## src/rtl/ctc_pkg.sv

```systemverilog
// ----------------------------------------------------------------------------
// Package: ctc_pkg
// Constants and types shared by the serial-instruction-bus blocks. It holds
// the word-time states of the instruction capture window, the instruction
// type codes, the whole-word opcodes that the address sequencer decodes, the
// layout of a captured instruction word, and the next-address select codes.
// ----------------------------------------------------------------------------
package ctc_pkg;

    // Word-time states on sys_cnt
    localparam logic [5:0] T_FIRST     = 6'd0;   // first state of a word time
    localparam logic [5:0] T_ITYPE0    = 6'd45;  // itype[0] is on IS here
    localparam logic [5:0] T_BODY0     = 6'd47;  // body[0] is on IS here
    localparam logic [5:0] T_BODY_LAST = 6'd54;  // body[7] is on IS here; word complete
    localparam logic [5:0] T_LAST      = 6'd55;  // decode state

    // Instruction type field (word[1:0])
    localparam logic [1:0] ITYPE_JSB = 2'b01;
    localparam logic [1:0] ITYPE_BRN = 2'b11;

    // Whole-word opcodes
    localparam logic [9:0] OP_RTN    = 10'b00_0011_0000;
    localparam logic [9:0] OP_KEYJMP = 10'b00_1101_0000;

    // Captured instruction word; IS delivers it LSB first
    typedef struct packed {
        logic [7:0] body;
        logic [1:0] itype;
    } is_word_t;

    // Source of the next ROM address
    typedef enum logic [2:0] {
        NXT_INC,   // adr + 1
        NXT_ZERO,  // power-on
        NXT_JUMP,  // body of JSB / taken branch
        NXT_POP,   // return address
        NXT_KEY    // key code
    } nxt_sel_e;

endpackage

```

## src/rtl/is_deser.sv

```systemverilog
// ----------------------------------------------------------------------------
// Module: is_deser
// Gated 10-bit serial-to-parallel shifter for the instruction bus. IS is
// shifted in LSB first during T45..T54; the assembled word is stable from
// T55 until the next T45. After reset the shifter stays idle until it sees
// a T45, so a word cut short by reset never produces a partial capture.
// Ports:
//   i_clk      in   system clock
//   i_rst_n    in   asynchronous active-low reset
//   i_sys_cnt  in   word-time state
//   i_is       in   serial instruction bus
//   o_word     out  captured instruction word {body, itype}
// ----------------------------------------------------------------------------
module is_deser
    import ctc_pkg::*;
(
    input  logic       i_clk,
    input  logic       i_rst_n,
    input  logic [5:0] i_sys_cnt,
    input  logic       i_is,
    output is_word_t   o_word
);

    logic       r_armed;
    logic [9:0] r_sr;
    logic       w_in_win;
    logic       w_shift;

    assign w_in_win = (i_sys_cnt >= T_ITYPE0) && (i_sys_cnt <= T_BODY_LAST);
    // A capture may only begin at the first bit of a word.
    assign w_shift  = w_in_win && (r_armed || (i_sys_cnt == T_ITYPE0));

    // NOTE: state registers use non-blocking assignments so every flop samples
    // the pre-edge values, independent of statement order.
    always_ff @(posedge i_clk or negedge i_rst_n) begin
        if (!i_rst_n) begin
            r_armed <= 1'b0;
            r_sr    <= '0;
        end else begin
            if (i_sys_cnt == T_ITYPE0)
                r_armed <= 1'b1;
            if (w_shift)
                r_sr <= {i_is, r_sr[9:1]};
        end
    end

    assign o_word = is_word_t'(r_sr);

endmodule

```

## src/rtl/rom_adr_seq.sv

```systemverilog
// ----------------------------------------------------------------------------
// Module: rom_adr_seq
// ROM address sequencer for the serial instruction bus. Captures each
// instruction word from IS, decides the next ROM address at the last state
// of the word time and serializes the current address on IA, LSB first.
// Handles increment, branch on no carry, JSB/RTN and the key-code jump.
// Ports:
//   cph2     in   system clock (posedge)
//   nrst     in   asynchronous active-low reset
//   sys_cnt  in   word-time state 0..WORD_LEN-1; larger values are idle
//   pon      in   power-on; forces the address to 0 and silences IA
//   is       in   serial instruction bus
//   carry    in   datapath carry
//   kcode    in   latched key code
//   ia       out  serial ROM address
//   adr      out  current ROM address
//   rtn_adr  out  top-of-stack return address
//   rtn_adr2 out  second stack level (only with ROM_ADR_SEQ_STACK2_EN)
// Configuration macro: ROM_ADR_SEQ_STACK2_EN selects a two-level return stack.
// ----------------------------------------------------------------------------
module rom_adr_seq
    import ctc_pkg::*;
#(
    parameter int ADR_W      = 8,
    parameter int T_IA_START = 4,
    parameter int WORD_LEN   = 56
) (
    input  logic             cph2,
    input  logic             nrst,
    input  logic [5:0]       sys_cnt,
    input  logic             pon,
    input  logic             is,
    input  logic             carry,
    input  logic [5:0]       kcode,
    output logic             ia,
    output logic [ADR_W-1:0] adr,
    output logic [ADR_W-1:0] rtn_adr
`ifdef ROM_ADR_SEQ_STACK2_EN
    ,
    output logic [ADR_W-1:0] rtn_adr2
`endif
);

    localparam logic [5:0] T_DECODE = 6'(WORD_LEN - 1);
    localparam logic [5:0] IA_FIRST = 6'(T_IA_START);

    is_word_t         w_word;
    nxt_sel_e         w_sel;
    logic             w_push;
    logic [ADR_W-1:0] w_adr_inc;
    logic [ADR_W-1:0] w_adr_nxt;
    logic             w_ia_bit;

    logic [ADR_W-1:0] r_adr;
    logic [ADR_W-1:0] r_rtn_adr;
    logic             r_carry_f;
    logic             r_carry_acc;
`ifdef ROM_ADR_SEQ_STACK2_EN
    logic [ADR_W-1:0] r_rtn_adr2;
`endif

    is_deser u_is_deser (
        .i_clk     (cph2),
        .i_rst_n   (nrst),
        .i_sys_cnt (sys_cnt),
        .i_is      (is),
        .o_word    (w_word)
    );

    // Wraps modulo 2^ADR_W with no flag.
    assign w_adr_inc = r_adr + ADR_W'(1);

    // Next-address priority. r_carry_f still holds the previous word's carry
    // here, which is what the branch must test.
    // NOTE: every always_comb output gets a default first so no path can
    // leave it unassigned and infer a latch.
    always_comb begin
        w_sel  = NXT_INC;
        w_push = 1'b0;
        if (pon) begin
            w_sel = NXT_ZERO;
        end else if (w_word.itype == ITYPE_JSB) begin
            w_sel  = NXT_JUMP;
            w_push = 1'b1;
        end else if (w_word.itype == ITYPE_BRN) begin
            w_sel = r_carry_f ? NXT_INC : NXT_JUMP;
        end else if (w_word == OP_RTN) begin
            w_sel = NXT_POP;
        end else if (w_word == OP_KEYJMP) begin
            w_sel = NXT_KEY;
        end
    end

    always_comb begin
        w_adr_nxt = w_adr_inc;
        case (w_sel)
            NXT_ZERO: w_adr_nxt = '0;
            NXT_JUMP: w_adr_nxt = ADR_W'(w_word.body);
            NXT_POP:  w_adr_nxt = r_rtn_adr;
            NXT_KEY:  w_adr_nxt = ADR_W'(kcode);
            default:  w_adr_nxt = w_adr_inc;
        endcase
    end

    // IA serializer: bit i of adr goes out in state IA_FIRST+i; out-of-window
    // and idle states leave the default of 0.
    always_comb begin
        w_ia_bit = 1'b0;
        for (int i = 0; i < ADR_W; i++) begin
            if (sys_cnt == IA_FIRST + 6'(i))
                w_ia_bit = r_adr[i];
        end
    end

    assign ia = w_ia_bit & ~pon;

    always_ff @(posedge cph2 or negedge nrst) begin
        if (!nrst) begin
            r_adr       <= '0;
            r_rtn_adr   <= '0;
            r_carry_f   <= 1'b0;
            r_carry_acc <= 1'b0;
`ifdef ROM_ADR_SEQ_STACK2_EN
            r_rtn_adr2  <= '0;
`endif
        end else begin
            // Carry seen anywhere in the word, restarted at T0.
            if (sys_cnt == T_FIRST)
                r_carry_acc <= carry;
            else if (sys_cnt < T_DECODE)
                r_carry_acc <= r_carry_acc | carry;

            if (sys_cnt == T_DECODE) begin
                r_carry_f <= r_carry_acc | carry;
                r_adr     <= w_adr_nxt;
`ifdef ROM_ADR_SEQ_STACK2_EN
                if (w_push) begin
                    r_rtn_adr2 <= r_rtn_adr;
                    r_rtn_adr  <= w_adr_inc;
                end else if (w_sel == NXT_POP) begin
                    // Bottom entry is kept, so it duplicates after a pop.
                    r_rtn_adr  <= r_rtn_adr2;
                end
`else
                if (w_push)
                    r_rtn_adr <= w_adr_inc;
`endif
            end
        end
    end

    assign adr     = r_adr;
    assign rtn_adr = r_rtn_adr;
`ifdef ROM_ADR_SEQ_STACK2_EN
    assign rtn_adr2 = r_rtn_adr2;
`endif

endmodule

```

## config.mk

```make
export PLATFORM = sky130hd
export DESIGN_NAME = rom_adr_seq
export DESIGN_NICKNAME = d
export VERILOG_FILES = /design/src/rtl/ctc_pkg.sv /design/src/rtl/is_deser.sv /design/src/rtl/rom_adr_seq.sv
export SDC_FILE = /design/constraint.sdc
export NUM_CORES = 1
export LEC_CHECK = 0
export CORE_ASPECT_RATIO = 0.7
export CORE_MARGIN = 2
export CORE_UTILIZATION = 35
export DETAILED_ROUTE_END_ITERATION = 7
export GPL_TIMING_DRIVEN = 0
export PLACE_DENSITY = 0.62
export SLEW_MARGIN = 20
export SYNTH_ARGS = -nofsm -noshare
export SYNTH_HDL_FRONTEND = slang
export SYNTH_SLANG_ARGS = --single-unit
```

## constraint.sdc

```tcl
create_clock -name cph2 -period 2.8 [get_ports cph2]
set_input_delay 0.28 -clock cph2 [delete_from_list [all_inputs] [get_ports cph2]]
set_output_delay 0.28 -clock cph2 [all_outputs]
set_load 0.005 [all_outputs]
```

==> flow_metrics.env <==
export IMPL_wl_per_cell_um=16.5
export IMPL_synth_common_cells="dfrtp_1, nor2_1, mux2_2"
export IMPL_num_vias=1437
export IMPL_yosys_area_share_simple=0.206
export IMPL_power_leakage_nw=0.882
export IMPL_synth_area_mux_share=0.126
export IMPL_ys_async_sr_fraction=1.00
export IMPL_grt_max_degree=30
export IMPL_io_buffers=30
export IMPL_synth_most_common_cell="dfrtp_1"
export IMPL_drt_initial_drc_count=114
export IMPL_cts_tree="done"
export IMPL_synth_top_area_cell="dfrtp_1"
export IMPL_viasPerCell=5.57
export IMPL_remaining_drc_errors=0
export IMPL_drive_above_1_share=0.169
export IMPL_clock_fmax_ghz=0.412
export IMPL_min_path_type="in -> async"
export IMPL_final_max_slew_violation_count=0
export IMPL_grt_overflow=0
export IMPL_pre_cts_ws_ns=0.109
export IMPL_synth_top_family_by_area="simple AND/OR/NAND/NOR gates"
export IMPL_setup_ws_ns=0.371
export IMPL_die_area_um2=5390
export IMPL_core_area_um2=4700
export IMPL_post_dp_hpwl_um=3120
export IMPL_synth_top_cell_area_share=0.431
export IMPL_rsz0062_at_grt="false"
export IMPL_synth_edff_count=0
export IMPL_pwr_density_cell_nw_per_um2=641
export IMPL_grtUsageTotal=0.173
export IMPL_die_w_um=86.9
export IMPL_numCtsBuffers=5
export IMPL_synth_fp_nets=181
export IMPL_yosys_cell_types_count=48
export IMPL_period_share=0.868
export IMPL_first_pass_iters=4
export IMPL_cts_clk_slew_worst_paths_ns=0.06
export IMPL_io_pin_count=34
export IMPL_cts_path_max_buffers=2
export IMPL_max_slew_margin_rel=0.439
export IMPL_cts_htree_levels=2
export IMPL_clkSinkCount=29
export IMPL_grt_pass1_wl_um=6880
export IMPL_synth_cells=163
export IMPL_gp_congestion=0.847
export IMPL_diodes=0
export IMPL_area_growth_pct=28.7
export IMPL_setup_violations=0
export IMPL_ant_nets=0
export IMPL_std_cell_rows=21
export IMPL_end_kind="register"
export IMPL_worstPathMaxFanout=10
export IMPL_synthTopCellsByArea="dfrtp_1, mux2_2, nor2_1"
export IMPL_initial_core_util=0.358
export IMPL_fin_crit_ns=2.43
export IMPL_seq_area_frac_synth=0.431
export IMPL_tightest_slew_ns=0.841
export IMPL_cts_resized=0
export IMPL_hold_viol=0
export IMPL_setup_tns_ns=0
export IMPL_fill_cells=453
export IMPL_synth_xor_area_frac=0.0364
export IMPL_synth_ff_type="dfrtp_1"
export IMPL_run_status="complete, no violations"
export IMPL_clkLatencyLatePin_ns=0.28
export IMPL_drv_cap=0
export IMPL_critical_path_class="in -> reg"
export IMPL_drt_total_wl_um=4250
export IMPL_crit_required_ns=2.96
export IMPL_vdd_ir_drop_max_v=0.000306
export IMPL_synth_compound_area_frac=0.172
export IMPL_finClkSkew_ns=0.00885
export IMPL_ys_ff_latch=29
export IMPL_synthesis_area_um2=1680
export IMPL_grt_pass1_vias=1350
export IMPL_cts_root_buf="clkbuf_8"
export IMPL_post_cts_buffers=0
export IMPL_hold_buffers=0
export IMPL_antenna_found_initial=0
export IMPL_synth_fa_ha_area_frac=0.00743
export IMPL_syn_area_per_cell_um2=10.3
export IMPL_layout_nets=218
export IMPL_die_height_um=62.0
export IMPL_worstPathArrival_ns=2.59
export IMPL_yosys_warnings=0
export IMPL_crit_path_start_kind="primary input"
registers in the layout, indices dropped and copies added (netlist names):
name	flops
r_carry_f	1
u_is_deser.r_armed	1
rtn_adr	8
u_is_deser.o_word	10
adr	8
r_carry_acc	1
critical path: stages:
cell	delay, ns
clkdlybuf4s50_1	0.57
nor2_1	0.28
a22o_1	0.16
a32oi_1	0.13
a2111oi_4	0.76
mux2_2	0.41
cell families (layout without fill, tap and decap cells):
group / Yosys count / in the layout
DFF: 29 / 29
muxes: 17 / 17
and+or+nand+nor: 62 / 62
buffers and inverters: 8 / 46
AOI/OAI and AO/OA: 39 / 39
adders and majority gates: 1 / 1
xor gates and xnor gates: 7 / 7
layout make-up:
class	instances	area [um^2]	share of cell area
Buffer	7	32.5	0.0150
Clock buffer	7	86.3	0.0398
Timing Repair Buffer	30	295	0.136
Inverter	1	3.75	0.00173
Sequential cell	29	726	0.335
Multi-Input combinational cell	126	922	0.426
Tap cell	57	71.3	0.0329
Clock inverter	1	30.0	0.0139
power by group:
part           switching (mW)  leakage [nW]  total (mW)  internal (mW)
combinational           0.138         0.446       0.328          0.190
sequential              0.116         0.378       0.610          0.493
clock                   0.162        0.0585       0.452          0.290
total                   0.416         0.882        1.39          0.973
final timing paths:
path	slack (ns)	to	startpoint	cells past startpoint
min in group cph2	0.39	r_carry_acc	sys_cnt[3]	4
worst min register to register	0.49	r_carry_acc	r_carry_acc	1
worst max-delay path	0.37	u_is_deser.o_word[8]	sys_cnt[4]	6
worst max register to register	0.66	adr[1]	u_is_deser.o_word[1]	4
max in group asynchronous	2.32	rtn_adr[6]	nrst	1
worst min-delay path	0.03	rtn_adr[3]	nrst	1
placed cells by master (no fill, tap or decap), drive strengths merged, types with 2 or more instances in the layout:
cell,count
or3b,2
a221oi,2
a22oi,4
or4,3
o21a,2
mux2,13
and3,5
nand2,12
nor2,18
dfrtp,29
nand4,2
clkdlybuf4s50,29
xnor2,5
nand3,3
or3,2
o21ai,4
nor4,3
o22ai,2
o221ai,2
buf,4
xor2,2
clkbuf,11
nor3,4
mux4,2
a21oi,11
a31oi,2
mux2i,2
stage by stage:
stage | hold slack, ns | std cells | area (um^2) | power, mW | utilization
floorplan | -0.0156 | 163 | 1680 | 0.787 | -
global placement | 0.474 | 250 | 2060 | 0.936 | 0.437
detailed placement | 0.357 | 250 | 2050 | 0.944 | 0.436
CTS | 0.0569 | 258 | 2170 | 1.40 | 0.461
global route | 0.0857 | 258 | 2170 | 1.47 | 0.461
finish | 0.0331 | 258 | 2170 | 1.39 | 0.461
per-layer routing:
layer / share of wire / vias to the layer above / GRT usage
met5: 0 / - / 0
met4: 0.0052 / 0 / 0.0402
met3: 0.059 / 4 / 0.0489
met2: 0.40 / 38 / 0.242
met1: 0.54 / 703 / 0.262
li1: - / 692 / -
Note: power is estimated with default switching activity, not from simulation.
==> RTL change 1, RTL diff (config.mk and constraints unchanged) <==
Make the reset (`i_rst_n` and `nrst`) synchronous in 2 clocked blocks. Comments in the files are not updated.
--- a/src/rtl/is_deser.sv
+++ b/src/rtl/is_deser.sv
@@ -32,7 +32,7 @@
 
     // NOTE: state registers use non-blocking assignments so every flop samples
     // the pre-edge values, independent of statement order.
-    always_ff @(posedge i_clk or negedge i_rst_n) begin
+    always_ff @(posedge i_clk) begin
         if (!i_rst_n) begin
             r_armed <= 1'b0;
             r_sr    <= '0;
--- a/src/rtl/rom_adr_seq.sv
+++ b/src/rtl/rom_adr_seq.sv
@@ -114,7 +114,7 @@
 
     assign ia = w_ia_bit & ~pon;
 
-    always_ff @(posedge cph2 or negedge nrst) begin
+    always_ff @(posedge cph2) begin
         if (!nrst) begin
             r_adr       <= '0;
             r_rtn_adr   <= '0;
Formal check against the unedited RTL: differs if nrst is asserted again (counterexample within 4 cycles, from zero or initial values and one cycle with nrst low); with nrst held inactive, the same outputs for 10 cycles.
==> RTL change 1 against the original RTL <==
- final cell count rose by 5.0%
- largest cell class unchanged
- synthesized area fell by 0.74%
- cell area decreased by 1.8%
- sequential cell count unchanged
- first-iteration DRC count is 0.88% lower
- wire length is 4.8% higher
- highest routed layer unchanged
- worst setup slack gained 0.10 ns
Power is not compared: it rests on default switching activity, and its combinational part moved more than twofold at a synthesized area within 25%.
==> RTL change 1: results <==
set metrics [dict create \
    status "finished clean" \
    met1_usage_pct 27.6 \
    synth.area.mux_share_pct 11.1 \
    dp_slack_ns 0.383 \
    grt_pass1_vias 1415 \
    vias 1504 \
    arrival_ns 2.04 \
    syn_nets 197 \
    detailed_place.area_um2 2040 \
    firstDrtPassIters 4 \
    r2r_slack_ns 0.78 \
    synth_common_cells "nor2_1 (31), dfxtp_1 (29), mux2i_1 (14)" \
    ys_async_sr_fraction_pct 0 \
    synthAdderAreaFrac_pct 0.749 \
    gp_congestion 0.840 \
    regToRegEndpoint "adr[4]" \
    layoutNonFillerInstCount 271 \
    peakVddDrop_mv 0.196 \
    synthTopCellsByArea "dfxtp_1 (35%), mux2i_1 (8.4%), nor2_1 (7.0%), a22oi_1 (3.1%), a211oi_2 (3.0%)" \
    grt_pass1_wl_um 7310 \
    synthCells 179 \
    htree_levels 2 \
    track_usage_pct 18.4 \
    final.setup_skew_ns 0.00691 \
    slew_headroom_pct 56.5 \
    crit_end "ia" \
    gr-usage-met3_pct 5.94 \
    synthXorXnorAreaFrac_pct 3.14 \
    nets 234 \
    drive_gt1_share_pct 13.9 \
    synthDistinctLibCells 53 \
    gr-usage-met2_pct 24.6 \
    period_share_pct 83.0 \
    hp-start "sys_cnt[3]" \
    hold_class "in2reg" \
    critPathLaunch "sys_cnt[0]" \
    reg2regPathDepth 6 \
    antenna_found_initial 0 \
    leakagePower_nw 0.692 \
    hpwlAfterDp_um 3270 \
    wl_per_cell_um 16.4 \
    seq_area_frac_synth_pct 34.7 \
    timing.rr.start "u_is_deser.o_word[5]" \
    cp_max_fo 5 \
    placedCellCount 264 \
    synth-compound-area-share_pct 22.2 \
    grt_start_max_net_pins 11 \
    drtIter0Drc 113 \
]
[RTL change 1: changes by cell type in the layout (fill, tap and decap cells not counted), sizes merged, moves of 3 or more]
cell / unedited run / this run
and3: 5 / 2
dfrtp: 29 / 0
inv: 1 / 4
dfxtp: 0 / 29
mux2i: 2 / 14
nor2: 18 / 31
mux2: 13 / 0
nand3: 3 / 9
a21oi: 11 / 3
a211oi: 1 / 4
o211ai: 0 / 3
a22oi: 4 / 7
[RTL change 1: cell families (layout without fill, tap and decap cells)]
family | count (synthesis) | in the layout
muxes | 16 | 16
DFF | 29 | 29
xor gates and xnor gates | 6 | 6
buffers and inverters | 15 | 52
adders and majority gates | 1 | 1
and+or+nand+nor | 70 | 70
AOI/OAI and AO/OA | 42 | 42
[RTL change 1: per-layer routing]
metal / wire (µm) / part of all wire [%]
met1: 2390 / 54
met2: 1700 / 38
met3: 310 / 7.0
met4: 49 / 1.1
met5: 0 / 0
[RTL change 1: power breakdown]
group	leakage [nW]	switching [mW]	internal (mW)	total, mW
Sequential	0.234	0.00267	0.415	0.418
Combinational	0.413	0.0347	0.0335	0.0682
Clock	0.0443	0.150	0.194	0.345
Total	0.692	0.188	0.643	0.831
[RTL change 1: how the worst min path moves through the flow]
stage	endpoint	slack, ns	depth (start not counted)
after global placement	u_is_deser.r_armed	0.46	2
after floorplan	u_is_deser.o_word[9]	0.43	2
after CTS	u_is_deser.r_armed	0.29	3
after detailed placement	r_carry_acc	0.47	2
final	u_is_deser.r_armed	0.30	3
after global routing	u_is_deser.r_armed	0.32	3
[RTL change 1: cell type report]
type                            count  area, µm²  share of cell area, %
Buffer                             11       75.1                   3.53
Sequential cell                    29        581                   27.3
Multi-Input combinational cell    135       1000                   47.1
Tap cell                           55       68.8                   3.24
Timing Repair Buffer               30        300                   14.1
Inverter                            4       15.0                  0.706
Clock buffer                        7       86.3                   4.06
[RTL change 1: stage by stage]
| step | util (%) | hold WS, ns |
|---|---|---|
| finish | 47.8 | 0.297 |
| global route | 47.8 | 0.322 |
| CTS | 47.8 | 0.294 |
| detailed placement | 45.8 | 0.468 |
| global placement | 45.8 | 0.457 |
| floorplan | - | 0.427 |
[RTL change 1: critical path: stages]
cell             delay, ns
clkdlybuf4s50_1       0.58
mux4_2                0.52
mux2i_1               0.17
nor2_1                0.05
clkdlybuf4s50_1       0.44
==> RTL change 2, RTL diff (same settings) <==
Made on the original files. Build with the macro `ROM_ADR_SEQ_STACK2_EN` defined.
--- a/src/rtl/rom_adr_seq.sv
+++ b/src/rtl/rom_adr_seq.sv
@@ -18,6 +18,8 @@
 //   rtn_adr2 out  second stack level (only with ROM_ADR_SEQ_STACK2_EN)
 // Configuration macro: ROM_ADR_SEQ_STACK2_EN selects a two-level return stack.
 // ----------------------------------------------------------------------------
+`define ROM_ADR_SEQ_STACK2_EN
+
 module rom_adr_seq
     import ctc_pkg::*;
 #(
Formal check against the unedited RTL (old outputs only; new: rtn_adr2): no difference found for any inputs over 10 cycles, from zero or initial values and one cycle with nrst low; that may be too few to reach the edited logic, so the function may still have changed.
==> RTL change 2 against the original RTL <==
- combinational power is 3% lower
- cell area is 26% higher
- sequential cell count is 8 higher
- synthesized area up 27%
- power up 1.2%
- count of clock-buffer cells in the layout unchanged
- worst setup slack gained 0.026 ns
- sequential share of layout area rose by 0.50 points
- wire length is 24% higher
- non-clock buffer count grew 13
- critical endpoint is now rtn_adr[6]
==> RTL change 2: results <==
set metrics [dict create \
    status "finished clean" \
    p_sw_uw 424 \
    synthXorXnorAreaFrac_pct 2.06 \
    hold_class "in2reg" \
    antenna_found_initial 0 \
    hpwlAfterDp_um 3950 \
    root_buffer "clkbuf_8" \
    drive_gt1_share_pct 23.1 \
    avgViaCountPerCell 5.40 \
    synthCells 200 \
    p_sw_share_pct 30.2 \
    final.setup_skew_ns 0.00660 \
    fin_setup_tns_ns 0 \
    critPathMaxStageDelay_ns 0.60 \
    peakVddDrop_mv 0.311 \
    grt_start_max_net_pins 21 \
    post_cts_resized 0 \
    placedCellCount 314 \
    syn_nets 218 \
    portBuffers 38 \
    clk_pin_slew_ns 0.07 \
    synthDistinctLibCells 53 \
    htree_levels 2 \
    comb_power_share_pct 22.6 \
    nets 265 \
    slew_headroom_pct 59.3 \
    vias 1739 \
    grt_pass1_wl_um 9130 \
    detailed_place.area_um2 2630 \
    ys_async_sr_fraction_pct 100 \
    critical_path.slowest_cell "or4b_1" \
    cts_made_buffers 5 \
    ys.warnings.count 0 \
    clockBufferDepth 2 \
    synthTopCellsByArea "dfrtp_1 (43%), mux2_2 (14%), nand2_1 (3.9%), o21ai_0 (3.3%), nor2_1 (1.8%)" \
    synthAdderAreaFrac_pct 0.587 \
    drt_wl_total_um 5260 \
    synth-compound-area-share_pct 17.0 \
    gp_congestion 0.872 \
    largest_reg_flops 10 \
    leakagePower_nw 1.16 \
    cts_hold_buf 1 \
    grt_overflow 0 \
    synth.area.mux_share_pct 14.7 \
    arrival_ns 2.57 \
    critPathTopFamily "simple AND/OR/NAND/NOR gates" \
    synth_common_cells "dfrtp_1 (37), mux2_2 (27), nand2_1 (22)" \
    cp_max_fo 10 \
    drtIter0Drc 113 \
    powerSeq_uw 711 \
    drc_errors 0 \
    seq_area_frac_synth_pct 43.5 \
    track_usage_pct 16.7 \
    initial_core_util_pct 36.7 \
]
-- RTL change 2: changes by cell type after synthesis, moves of 7 or more --
| cell | before | now |
|---|---|---|
| dfrtp_1 | 29 | 37 |
| nand2_1 | 12 | 22 |
| nor2_1 | 18 | 10 |
| o21ai_0 | 4 | 14 |
| a21oi_1 | 11 | 4 |
| mux2_2 | 13 | 27 |
-- RTL change 2: metal layers --
metal / wire (µm) / part of all wire, % / track usage [%] / up-vias
li1: - / - / - / 844
met1: 2600 / 49 / 26.4 / 847
met3: 361 / 6.9 / 4.33 / 4
met4: 44 / 0.84 / 2.47 / 0
met2: 2250 / 43 / 23.1 / 44
met5: 0 / 0 / 0 / -
-- RTL change 2: per-stage QoR --
step	hold WS, ns	setup WS, ns	util [%]
floorplan	-0.0156	0.753	-
global placement	0.485	0.112	44.8
detailed placement	0.272	0.104	45.2
CTS	0.415	0.398	46.9
global route	0.462	0.251	46.9
finish	0.423	0.397	46.9
-- RTL change 2: final timing paths --
| path | start | end | slack (ns) | depth (start not counted) |
|---|---|---|---|---|
| setup / recovery | pon | rtn_adr[6] | 0.40 | 6 |
| hold / removal | sys_cnt[3] | r_carry_acc | 0.42 | 4 |
| setup reg to reg | u_is_deser.o_word[6] | rtn_adr[6] | 0.51 | 5 |
| hold reg to reg | r_carry_acc | r_carry_acc | 0.51 | 1 |
| max in group asynchronous | nrst | rtn_adr2[6] | 1.83 | 3 |
| min in group asynchronous | nrst | adr[7] | 0.49 | 2 |
-- RTL change 2: final cells by class --
| type | instances | area, µm² |
|---|---|---|
| repair buffers | 40 | 413 |
| inverters | 3 | 11.3 |
| clock buffers | 7 | 86.3 |
| well taps | 75 | 93.8 |
| plain buffers | 10 | 58.8 |
| flip-flops and latches | 37 | 926 |
| multi-input cells | 150 | 1130 |
| fillers | 575 | 3090 |
